==> src/rtl/rr_mux4_sched.sv <==
// rr_mux4_sched: round-robin arbiter for four valid/ready channels feeding a
// one-entry output register and the registered S1:S0 select of the 4:1 mux.
// Optional feature: define GRANT_CNT_EN to add saturating per-channel grant
// counters on the grant_cnt port. The default build has no counters.

module rr_mux4_sched #(
  parameter int unsigned WIDTH = 4
`ifdef GRANT_CNT_EN
  ,
  parameter int unsigned CNT_W = 8
`endif
) (
  input  logic             clk,
  input  logic             rst_n,
  input  logic [WIDTH-1:0] a,
  input  logic [WIDTH-1:0] b,
  input  logic [WIDTH-1:0] c,
  input  logic [WIDTH-1:0] d,
  input  logic [3:0]       in_valid,
  output logic [3:0]       in_ready,
  output logic             S0,
  output logic             S1,
  output logic [WIDTH-1:0] op_data,
  output logic             op_valid,
  input  logic             op_ready
`ifdef GRANT_CNT_EN
  ,
  output logic [4*CNT_W-1:0] grant_cnt
`endif
);

  localparam int unsigned NCH   = 4;
  localparam int unsigned SEL_W = 2;

  localparam logic [0:0] ST_EMPTY = 1'b0;
  localparam logic [0:0] ST_FULL  = 1'b1;

  logic [0:0]       state_q, state_d;
  logic [WIDTH-1:0] data_q, data_d;
  logic [SEL_W-1:0] sel_q, sel_d;
  logic [SEL_W-1:0] ptr_q, ptr_d;

  logic             load_ok;
  logic             win_found;
  logic [SEL_W-1:0] win_idx;
  logic [WIDTH-1:0] win_data;
  logic             xfer;

  // Round-robin search starting one past the last granted channel.
  always_comb begin
    win_found = 1'b0;
    win_idx   = '0;
    for (int unsigned i = 1; i <= NCH; i++) begin
      if (!win_found && in_valid[SEL_W'(ptr_q + SEL_W'(i))]) begin
        win_found = 1'b1;
        win_idx   = SEL_W'(ptr_q + SEL_W'(i));
      end
    end
  end

  // The register can take a word when empty or when it drains this cycle;
  // held low in reset so nothing is accepted while rst_n is asserted.
  always_comb begin
    load_ok  = rst_n & ((state_q == ST_EMPTY) | (op_ready & (state_q == ST_FULL)));
    xfer     = load_ok & win_found;
    in_ready = xfer ? (4'b0001 << win_idx) : 4'b0000;
  end

  // Data steering for the winning channel.
  always_comb begin
    win_data = a;
    case (win_idx)
      2'd0:    win_data = a;
      2'd1:    win_data = b;
      2'd2:    win_data = c;
      default: win_data = d;
    endcase
  end

  // Next-state logic: load on transfer, drain to EMPTY when consumed without refill.
  always_comb begin
    state_d = state_q;
    data_d  = data_q;
    sel_d   = sel_q;
    ptr_d   = ptr_q;
    if (xfer) begin
      data_d = win_data;
      sel_d  = win_idx;
      ptr_d  = win_idx;
    end
    case (state_q)
      ST_EMPTY: begin
        if (xfer) state_d = ST_FULL;
      end
      ST_FULL: begin
        if (xfer) begin
          state_d = ST_FULL;
        end else if (op_ready) begin
          state_d = ST_EMPTY;
        end
      end
      default: state_d = ST_EMPTY;
    endcase
  end

  // State and datapath registers; ptr resets to 3 so channel 0 wins first.
  always_ff @(posedge clk or negedge rst_n) begin
    if (!rst_n) begin
      state_q <= ST_EMPTY;
      data_q  <= '0;
      sel_q   <= '0;
      ptr_q   <= 2'd3;
    end else begin
      state_q <= state_d;
      data_q  <= data_d;
      sel_q   <= sel_d;
      ptr_q   <= ptr_d;
    end
  end

  assign op_valid = (state_q == ST_FULL);
  assign op_data  = data_q;
  assign S1       = sel_q[1];
  assign S0       = sel_q[0];

`ifdef GRANT_CNT_EN
  logic [NCH-1:0][CNT_W-1:0] cnt_q, cnt_d;

  // Saturating per-channel grant counters.
  always_comb begin
    cnt_d = cnt_q;
    if (xfer && (cnt_q[win_idx] != {CNT_W{1'b1}})) begin
      cnt_d[win_idx] = cnt_q[win_idx] + CNT_W'(1);
    end
  end

  // Counter registers, cleared on reset.
  always_ff @(posedge clk or negedge rst_n) begin
    if (!rst_n) begin
      cnt_q <= '0;
    end else begin
      cnt_q <= cnt_d;
    end
  end

  assign grant_cnt = cnt_q;
`endif

endmodule

==> config.mk <==
export PLATFORM = sky130hd
export DESIGN_NAME = rr_mux4_sched
export DESIGN_NICKNAME = d
export VERILOG_FILES = /design/src/rtl/rr_mux4_sched.sv
export SDC_FILE = /design/constraint.sdc
export NUM_CORES = 1
export LEC_CHECK = 0
export CAP_MARGIN = 20
export CORE_MARGIN = 5
export CORE_UTILIZATION = 37
export DETAILED_ROUTE_END_ITERATION = 10
export GPL_TIMING_DRIVEN = 0
export PLACE_DENSITY = 0.83
export SYNTH_ARGS = -nofsm -noshare
export SYNTH_HDL_FRONTEND = slang
export SYNTH_SLANG_ARGS = --single-unit
==> constraint.sdc <==
create_clock -name clk -period 2 [get_ports clk]
set_input_delay 0.3 -clock clk [delete_from_list [all_inputs] [get_ports clk]]
set_output_delay 0.3 -clock clk [all_outputs]
set_load 0.02 [all_outputs]
==> run summary, run 1 <==
The flow ran to the end, and the final reports show no timing, DRC or antenna violations. The total instance count after detailed placement was 106; the post-layout net count was 126. At the placement stage, the worst setup path has a slack of -0.860 ns.

Detailed routing inserted a total of 590 vias. Wires add up to 1.69 mm. The top cell type by area accounts for 29.0% of the synthesized area. By area the synthesized netlist is led by dfrtp_1, mux2i_1, dfstp_2. On the critical path, the stage with the largest delay is an instance of dfstp_2.

For this run, the number of Yosys warnings is 0. No sink is reached through more buffers than the 2 on the longest clock path. The number of non-filler instances in the completed layout was 118; the largest net degree at the start of global routing was 11. Headroom to the max-slew limit came out at 73.1%. Power spread over the standard cell area amounts to 889 nW/µm². For the worst-skew pair, the clock arrives at the later sink with an insertion delay of 0.26 ns. After synthesis, the netlist uses 21 different library cells. The die is 50.4 µm tall. Combinational logic burns 56.3% of the power. The required time of the critical path is 1.70 ns. Total power for the finished layout comes to 0.953 mW. The run gives 39.7% as the initial standard-cell utilization of the core. TritonCTS built the clock tree. In this run the horizontal extent of the chip is 50.4 µm.

The largest area contributor in the synthesized netlist was dfrtp_1. The worst setup path is captured at a primary output. Class of the worst hold path: in2async. The logs give 34 for the number of top-level pins and 604 µm² for the synthesized cell area. The flip-flop and latch count after synthesis works out to 9.

The clock skew after layout is 0.000467 ns, and the antenna violation net count after detailed routing is 0. The count of H-tree levels built during CTS was 1; the ratio of cells with drive above 1 in the final layout was 33.3%. After detailed routing, the average wire length per cell comes to 14.3 µm. Fraction of power spent switching nets: 34.6%. The largest vdd supply drop came out at 0.550 mV.

The logs give 0 for the final antenna diode count and 80 for the number of nets in the synthesized netlist. Port buffering added 33 buffers. Final max-slew violation count: 0. Data arrives at the worst endpoint at 1.69 ns. The vias per cell is 5.00, and the synthesized netlist cell count is 57. The floorplan step defined a die boundary enclosing 2540 µm².

The tools report the utilization after layout as 70.4%. Cell internal power dissipation: 0.623 mW. Timing would allow up to 503 MHz. The signal on the critical path passes through and2b_2 -> o221ai_2 -> buf_8 -> inv_2 -> and3_4 -> buf_6. The number of search-and-repair iterations in the first detailed-routing pass came out at 3. The via count of the first global-routing pass was 593; the wire length of the first global-routing pass was 2.70 mm. Of all nets on the critical path, the largest fanout is 4. A synthesized cell averages 10.6 µm².

Clock tree synthesis selected as its root buffer the cell clkbuf_4. After the first detailed-routing iteration, the DRC count stood at 2. The final hold violation count was 0; the least setup slack across all paths after layout was 0.0132 ns. The area of the core region was 1520 µm²; the number of rows created at floorplan was 14. The area growth from synthesis to final layout was 77.4%; the sequential cell area fraction in the yosys report was 37.7%. At the end of routability-driven placement, the weighted congestion stood at 0.708. The library cells used most frequently in the layout, excluding fill and tap cells, are clkdlybuf4s50_1, mux2i_1, buf_4, dfrtp_1.

Per report_power, the sequential group accounts for 29.4% of the total. The tools report the clock net sink count as 9. CTS clock-pin slew for the worst setup and hold paths: 0.06 ns. Total congestion overflow after global routing: 0.

Setup-violating endpoint count in the final report: 0. Setup repair after global routing could not meet its margin everywhere. The relative contribution of the clock network to total power came out at 14.3%.

For this run, design rule violations remaining after detail routing come to 0. On the worst path, the slowest cell contributes a delay of 0.54 ns. Leakage component of the power: 0.479 nW. At the pin with the least slew margin, the transition time is 0.403 ns.

The library cell used most frequently in the layout, excluding fill and tap cells, is clkdlybuf4s50_1. The final critical path takes up 99.3% of the cycle. Summed over all nets, the half-perimeter wirelength after detailed placement is 1.26 mm. Global routing used 13.8% of the available tracks.

The run gives 0 as the initial antenna violation count. The aggregate negative setup slack is 0 ns, and the TritonCTS buffer count is 3. Max-cap violations in this run came to 0. The classification of the worst setup path was reg2out.

Sort of element at the start of the critical path: a register. For the reported net switching power, the log shows 0.330 mW. Subtracting the final worst setup slack from the clock period gives 1.99 ns.
-- critical path: cells and delay by family (launching register included) --
kind            cells  cell delay [ns]
flops               1             0.54
simple gates        2             0.40
buf+inv             3             0.30
compound gates      1             0.19
-- final timing paths --
check	from	to	slack, ns	cells past startpoint
setup / recovery	ptr_q[0]	in_ready[3]	0.01	6
hold reg to reg	sel_q[0]	sel_q[0]	0.49	1
setup reg to reg	ptr_q[0]	op_data[3]	0.07	7
min in group clk	rst_n	op_valid	0.46	3
max in group asynchronous	rst_n	op_data[3]	1.14	2
hold / removal	rst_n	ptr_q[1]	0.11	1
-- through the flow --
step	instance area, µm²	hold slack [ns]
global placement	955	0.479
finish	1070	0.113
floorplan	604	0.00441
global route	1070	0.109
CTS	1020	0.108
detailed placement	955	0.485
-- cell type report --
class	count	area (µm²)
fill	111	452
timing repair buffer	41	390
multi-input combinational	41	367
sequential	9	228
clock buffer	4	26.3
buffer	2	22.5
tap	16	20.0
inverter	5	18.8
-- cells by family after synthesis --
group | after synthesis | synth area share (%)
flip-flops | 9 | 37.7
AO/OA/AOI/OAI | 12 | 16.6
multiplexers | 16 | 27.3
buffers and inverters | 7 | 6.42
AND/OR/NAND/NOR | 13 | 12.0
-- state kept, by name, summed over array words and instances (netlist names) --
| signal | flops |
|---|---|
| op_valid | 1 |
| sel_q | 2 |
| ptr_q | 2 |
| op_data | 4 |
-- power by group through the flow --
stage               sequential [mW]  clock [mW]  combinational, mW
finish                        0.280       0.136              0.536
global route                  0.288       0.149              0.579
floorplan                     0.336           0              0.212
detailed placement            0.281           0              0.468
global placement              0.280           0              0.462
CTS                           0.281       0.144              0.503
-- cell usage after synthesis --
library cell   n
o21ai_1        2
or3b_1         1
nand2b_1       1
a21oi_1        1
o221ai_2       1
buf_8          1
and3_1         1
mux2_2         4
and2b_1        1
dfrtp_1        7
o311ai_4       1
o41ai_1        1
buf_2          1
nand2_1        2
dfstp_2        2
nor2b_1        4
o21ai_0        4
inv_1          5
o21a_1         2
nor2_1         3
mux2i_1       12
-- layer usage --
metal  part of all wire [%]  track usage (%)  wire length [µm]  up-vias
met5                      0                0                 0        -
met4                    1.8             8.09                30        0
met2                     55             22.2               928       15
met1                     38             16.7               645      279
li1                       -                -                 -      292
met3                    5.0             3.25                84        4
-- timing repair --
item | 4_1_cts | 5_1_grt
hold endpoints to repair | 7 | 0
setup endpoints to repair | 4 | 6
hold buffers | 1 | 0
gates resized for setup | 27 | 13
pin swaps | 4 | 1
buffers inserted | 5 | 2
Power figures use the tool's default switching activity.
==> run 2, diff against run 1 <==
--- a/config.mk
+++ b/config.mk
@@ -5,12 +5,12 @@
 export SDC_FILE = /design/constraint.sdc
 export NUM_CORES = 1
 export LEC_CHECK = 0
-export CAP_MARGIN = 20
 export CORE_MARGIN = 5
 export CORE_UTILIZATION = 37
 export DETAILED_ROUTE_END_ITERATION = 10
 export GPL_TIMING_DRIVEN = 0
 export PLACE_DENSITY = 0.83
+export REMOVE_ABC_BUFFERS = 1
 export SYNTH_ARGS = -nofsm -noshare
 export SYNTH_HDL_FRONTEND = slang
 export SYNTH_SLANG_ARGS = --single-unit
==> run summary, run 2 (synthesis results as in run 1) <==
The power density over the cells is 905 nW/µm², and the delay of the slowest cell on the worst path is 0.54 ns. Combinational cells account for 56.9% of the total power. Summing all placed instances gives a cell area of 935 µm². The share of total power dissipated in the clock network is 14.1%. The run finished, with violations left.

The tools report the reported net switching power as 0.349 mW. For the finished layout, the period the worst path requires is 2.02 ns. In this design, the critical path's most frequently occurring cell is buf_6. The final max-slew violation count is 0, and the headroom to the max-slew limit is 75.7%.

Net switching is 35.2% of the power. Of the available clock period, the critical path in the final layout requires 101%. The area taken by flip-flops and latches was 228 µm²; the vertical extent of the die was 50.4 µm. The checks that failed: negative setup slack. The total number of vias was 608. The antenna violation net count after detailed routing is 0, and the clock net sink count is 9. The run gives 14.1% as the overall fraction of global-route tracks in use.

The cell sitting at the root of the clock tree is a clkbuf_4. Top achievable clock speed: 494 MHz. Leaving out fill and tap cells, the most frequent cell in the layout is clkdlybuf4s50_1. The initial antenna violation count is 0, and the peak fanout along the critical path is 5. The internal power of the cells totals 0.641 mW. The via count of the first global-routing pass is 629, and the die span in x is 50.4 µm. Counting the fill cells in the layout gives 104.

TritonCTS built the clock tree. The transition time of the tightest slew-check pin was 0.364 ns. Once the floorplan was initialized, standard cells occupied 39.7% of the core.

After clock tree synthesis, the clock-pin slew on the worst setup and hold paths is 0.06 ns. Sequential cells account for 28.9% of the total power. In the layout the commonest cells are clkdlybuf4s50_1, mux2i_1, buf_4, dfrtp_1, inv_1. The tools report the post-layout net count as 128. The worst-skew pair later-pin latency was 0.26 ns; the DRC violation total after the first TritonRoute iteration was 5.

For the final database, setup skew stands at 0.00428 ns. The half-perimeter wire length after placement was 1.26 mm; the reported max-cap violation count was 0. The number of top-level pins was 34; the area of the core region was 1520 µm². After detailed routing, the average wire length per cell comes to 15.2 µm. The total congestion overflow after global routing is 0, and the largest vdd supply drop is 0.727 mV. The minimum hold slack is 0.0131 ns, and the number of search-and-repair iterations in the first detailed-routing pass is 2. Entering global routing, the biggest net connects 11 pins.

The tools report the buffer depth of the longest clock path as 2. Count of H-tree levels built during CTS: 1. The required time of the critical path is 1.70 ns, and the area used by multi-input combinational logic is 393 µm². Setup repair after global routing could not meet its margin everywhere. The total of buffers placed on input and output ports came out at 33. The critical path goes through and2b_2 -> o21ai_2 -> o311ai_4 -> buf_6 -> nor2_4 -> buf_6. From synthesis to final layout, the design area changed by 81.2%. Setup violations remaining at the end of the flow were counted as 3.

The wire length of the first global-routing pass is 2.80 mm, and the count of unresolved DRC violations after routing is 0. Of the cells placed in the final design, the portion with a size suffix greater than 1 is 32.7%. For the final antenna diode count, the log shows 0.

Routability-driven placement finished with a final weighted congestion of 0.796. For this block, the routed nets add up to 1.83 mm of wire. The leakage component of the power was 0.506 nW; the vias per cell was 5.07. The final hold violation count is 0.

Type of element capturing the critical path: a primary output. The arrival time of data at the critical path endpoint came out at 1.72 ns. In this run the worst hold path is classified as in2async. The sort of element at the start of the critical path was a register.

The tools report the post-layout instance area as 1090 µm². The setup path with the least slack is of type reg2out. The die covers 2540 µm². The least setup slack across all paths after layout is -0.0242 ns, and the TritonCTS buffer count is 3.

For this design, the slowest cell found on the critical path is dfstp_2. The register with the most flip-flops in the layout has 4 of them. After floorplanning, the core was divided into 14 placement rows.
run 2: repair_timing:
| action | in CTS | in global routing |
|---|---|---|
| hold buffers | 0 | 1 |
| setup buffers | 11 | 0 |
| endpoints found under the setup margin | 12 | 8 |
| hold endpoints to repair | 0 | 7 |
| pin swaps | 3 | 3 |
| resized for setup | 34 | 8 |
run 2: critical path, delay by kind of cell, from the launching register on:
family	cells	cell delay, ns
AND/OR/NAND/NOR	2	0.33
buffers and inverters	2	0.28
AO/OA/AOI/OAI	2	0.32
flip-flops	1	0.54
run 2: layout make-up:
| cell class | instances | area share [%] |
|---|---|---|
| well taps | 16 | 1.83 |
| flip-flops and latches | 9 | 20.8 |
| inverters | 5 | 1.71 |
| clock buffers | 4 | 2.40 |
| multi-input cells | 41 | 35.9 |
| repair buffers | 45 | 37.4 |
run 2: power groups by stage:
stage          logic [mW]  clock network (mW)  registers, mW
2_1_floorplan       0.194                   0          0.336
3_3_place_gp        0.444                   0          0.279
3_5_place_dp        0.449                   0          0.285
4_1_cts             0.534               0.141          0.284
5_1_grt             0.600               0.158          0.295
6_report            0.564               0.140          0.286
run 2: final timing paths:
path                            startpoint           to  slack [ns]  cells after the start
worst max-delay path              ptr_q[0]  in_ready[0]       -0.02                      6
worst min-delay path                 rst_n     ptr_q[0]        0.01                      1
worst max register to register    ptr_q[0]   op_data[2]           0                      8
worst min register to register    sel_q[0]     sel_q[0]        0.50                      1
max in group asynchronous            rst_n     sel_q[1]        1.23                      2
min in group clk                     rst_n     op_valid        0.36                      3
run 2: metrics by stage:
stage | TNS (ns) | util, % | instances | worst slack [ns] | total power, mW
after floorplan | 0 | - | 55 | 0.0319 | 0.530
after global placement | -7.54 | 61.3 | 104 | -1.16 | 0.723
after detailed placement | -8.37 | 61.3 | 104 | -1.21 | 0.734
after CTS | -0.0405 | 70.0 | 119 | -0.0405 | 0.959
after global routing | -0.647 | 71.8 | 120 | -0.106 | 1.05
final | -0.0422 | 71.8 | 120 | -0.0242 | 0.991
run 2: per-layer routing:
metal	vias to the layer above	wire (µm)	part of all wire [%]	global-route usage (%)
met5	-	0	0	0
met4	0	22	1.2	5.11
met3	3	84	4.6	3.25
met2	12	1000	55	25.3
met1	294	716	39	16.2
li1	299	-	-	-
==> run 3, diff against run 2 <==
==> constraint.sdc (replaced) <==
create_clock -name clk -period 2 [get_ports clk]
set_input_delay 0.4 -clock clk [delete_from_list [all_inputs] [get_ports clk]]
set_output_delay 0.4 -clock clk [all_outputs]
set_load 0.02 [all_outputs]
==> run summary, run 3 (synthesis results as in run 1) <==
Cells fill 71.8% of the core in the end. The fraction of power spent switching nets is 35.4%, and the headroom to the max-slew limit is 72.1%. The peak fanout along the critical path was 5.

The cell repeated most along the worst path is buf_6. Largest vdd supply drop: 0.714 mV. The first global-routing pass estimated 2.77 mm of wire. The tools report the sort of element at the start of the critical path as a register. The final route contains 591 vias. The flow ran to the end, but the final reports show violations. The number of flip-flops under the largest register name is 4, and the clock net sink count is 9.

The layout has 108 filler cells. For the number of rows created at floorplan, the log shows 14. The shortest clock period the worst path allows after layout was 2.11 ns; the delay of the slowest cell on the worst path was 0.52 ns. The number of top-level pins is 34, and the area of the core region is 1520 µm².

Dividing the detail-routed wire length by the instance count gives 15.2 µm. The logs give 0.637 mW for the cell internal power dissipation and 1.26 mm for the half-perimeter wire length after placement. The tools report the initial antenna violation count as 0. The total congestion overflow after global routing is 0, and the reported max-cap violation count is 0. The tools report the overall die area as 2540 µm².

The logs give 2 for the buffer depth of the longest clock path and 11 for the largest net degree at the start of global routing. Family with the most delay on the worst path: flip-flops. Across every metal layer, demand over resource in global routing totals 13.9%.

The ratio of cells with drive above 1 in the final layout was 33.3%; the TritonCTS buffer count was 3. Dividing total power by cell area gives a power density of 901 nW/µm². The worst setup path is of the reg2out kind. The later pin in the worst-skew pair is clocked with a latency of 0.26 ns. Data on the critical path arrives at its endpoint at 1.71 ns. Input and output buffers added on the ports amount to 33.

The vias per cell works out to 5.01. The part of the total power dissipated in combinational logic was 56.9%; the worst path buffer plus inverter count was 2. The transition time of the tightest slew-check pin was 0.414 ns.

Top achievable clock speed: 475 MHz. Root cell of the clock tree: clkbuf_4. Class of the worst hold path: in2async.

0 antenna diodes ended up in the layout. Setup repair after global routing could not meet its margin everywhere. Detailed-route wire length: 1.79 mm. The final weighted congestion in routability-driven placement was 0.796. The final hold violation count came out at 0.

Most frequent standard cell in the layout excluding fill and tap cells: clkdlybuf4s50_1. Between clock sinks in the finished design, the worst skew comes to 0.00437 ns. The least setup slack across all paths after layout was -0.107 ns. The detail route stage leaves a number of antenna-violating nets equal to 0. The run gives 935 µm² as the instance area at placement. Clock-pin slew was measured on the worst setup and hold paths at 0.06 ns. Measured along the y axis, the die boundary spans 50.4 µm. The run gives 39.7% as the initial standard-cell utilization of the core.

Type of element capturing the critical path: a primary output. In this run, the clock network consumes 14.1% of the power. The fraction of the cycle the final worst path needs came out at 105%.

For this run, the post-layout net count is 126. The die is 50.4 µm wide. The finished layout holds 118 standard cells, fillers aside.

Area growth from synthesis to final layout: 81.0%. The run gives 0 as the final max-slew violation count. The checks that failed: negative setup slack.

The critical path goes through and2b_2 -> o21ai_2 -> o311ai_4 -> buf_6 -> nor2_4 -> buf_6. Summed over all cells, the static leakage comes to 0.498 nW. Data on the critical path is required at its endpoint by 1.60 ns. The setup-violating endpoint count in the final report came out at 4. The tools report the area used by multi-input combinational logic as 400 µm².

The area taken by flip-flops and latches is 228 µm². The DRC violation total after the first TritonRoute iteration was 7. The via count of the first global-routing pass was 625; the count of unresolved DRC violations after routing was 0.

In the layout the commonest cells are clkdlybuf4s50_1, mux2i_1, buf_4, dfrtp_1. TritonCTS built the clock tree. Of the total power, registers draw 28.9%. Summing all non-filler instances in the final layout gives an area of 1090 µm².

The reported net switching power was 0.348 mW. On the critical path, the stage with the largest delay is an instance of dfstp_2. In this run, placement finished with an instance count of 104.

Count of H-tree levels built during CTS: 1. For this run, the detailed router's first-pass iteration total came to 4.
run 3: layout make-up:
type / instances / area share, %
Inverter: 5 / 1.72
Multi-Input combinational cell: 41 / 36.6
Sequential cell: 9 / 20.8
Clock buffer: 4 / 2.40
Tap cell: 16 / 1.83
Timing Repair Buffer: 43 / 36.6
run 3: per-layer routing:
layer | part of all wire [%] | GRT usage (%) | vias up
li1 | - | - | 295
met5 | 0 | 0 | -
met3 | 5.1 | 3.25 | 3
met4 | 1.2 | 5.11 | 0
met2 | 54 | 24.5 | 14
met1 | 39 | 16.2 | 279
run 3: final timing paths:
path	start	to	slack, ns	depth (start not counted)
min in group clk	sel_q[0]	sel_q[0]	0.50	1
setup reg to reg	ptr_q[0]	op_data[0]	0.02	8
setup / recovery	ptr_q[0]	in_ready[0]	-0.11	6
hold / removal	rst_n	op_data[1]	0.08	1
max in group asynchronous	rst_n	ptr_q[0]	1.66	1
hold reg to reg	sel_q[0]	sel_q[0]	0.50	1
run 3: metrics by stage:
step / hold slack, ns / setup TNS (ns) / total power [mW] / setup WS, ns
6_report: 0.0799 / -0.307 / 0.985 / -0.107
5_1_grt: 0.0803 / -0.771 / 1.05 / -0.173
4_1_cts: 0.0871 / -0.386 / 0.946 / -0.138
3_5_place_dp: 0.485 / -9.97 / 0.734 / -1.41
3_3_place_gp: 0.486 / -9.14 / 0.723 / -1.36
2_1_floorplan: 0.104 / -0.106 / 0.530 / -0.0681
run 3: power by group through the flow:
stage | Clock (mW) | Combinational (mW) | Sequential [mW]
floorplan | 0 | 0.194 | 0.336
global placement | 0 | 0.444 | 0.279
detailed placement | 0 | 0.449 | 0.285
CTS | 0.141 | 0.519 | 0.286
global route | 0.157 | 0.598 | 0.292
finish | 0.139 | 0.561 | 0.285
run 3: timing repair:
action,CTS,global route
hold buffers,0,0
pin swaps,4,2
gates resized for setup,36,9
setup buffers,9,1
setup endpoints to repair,12,8
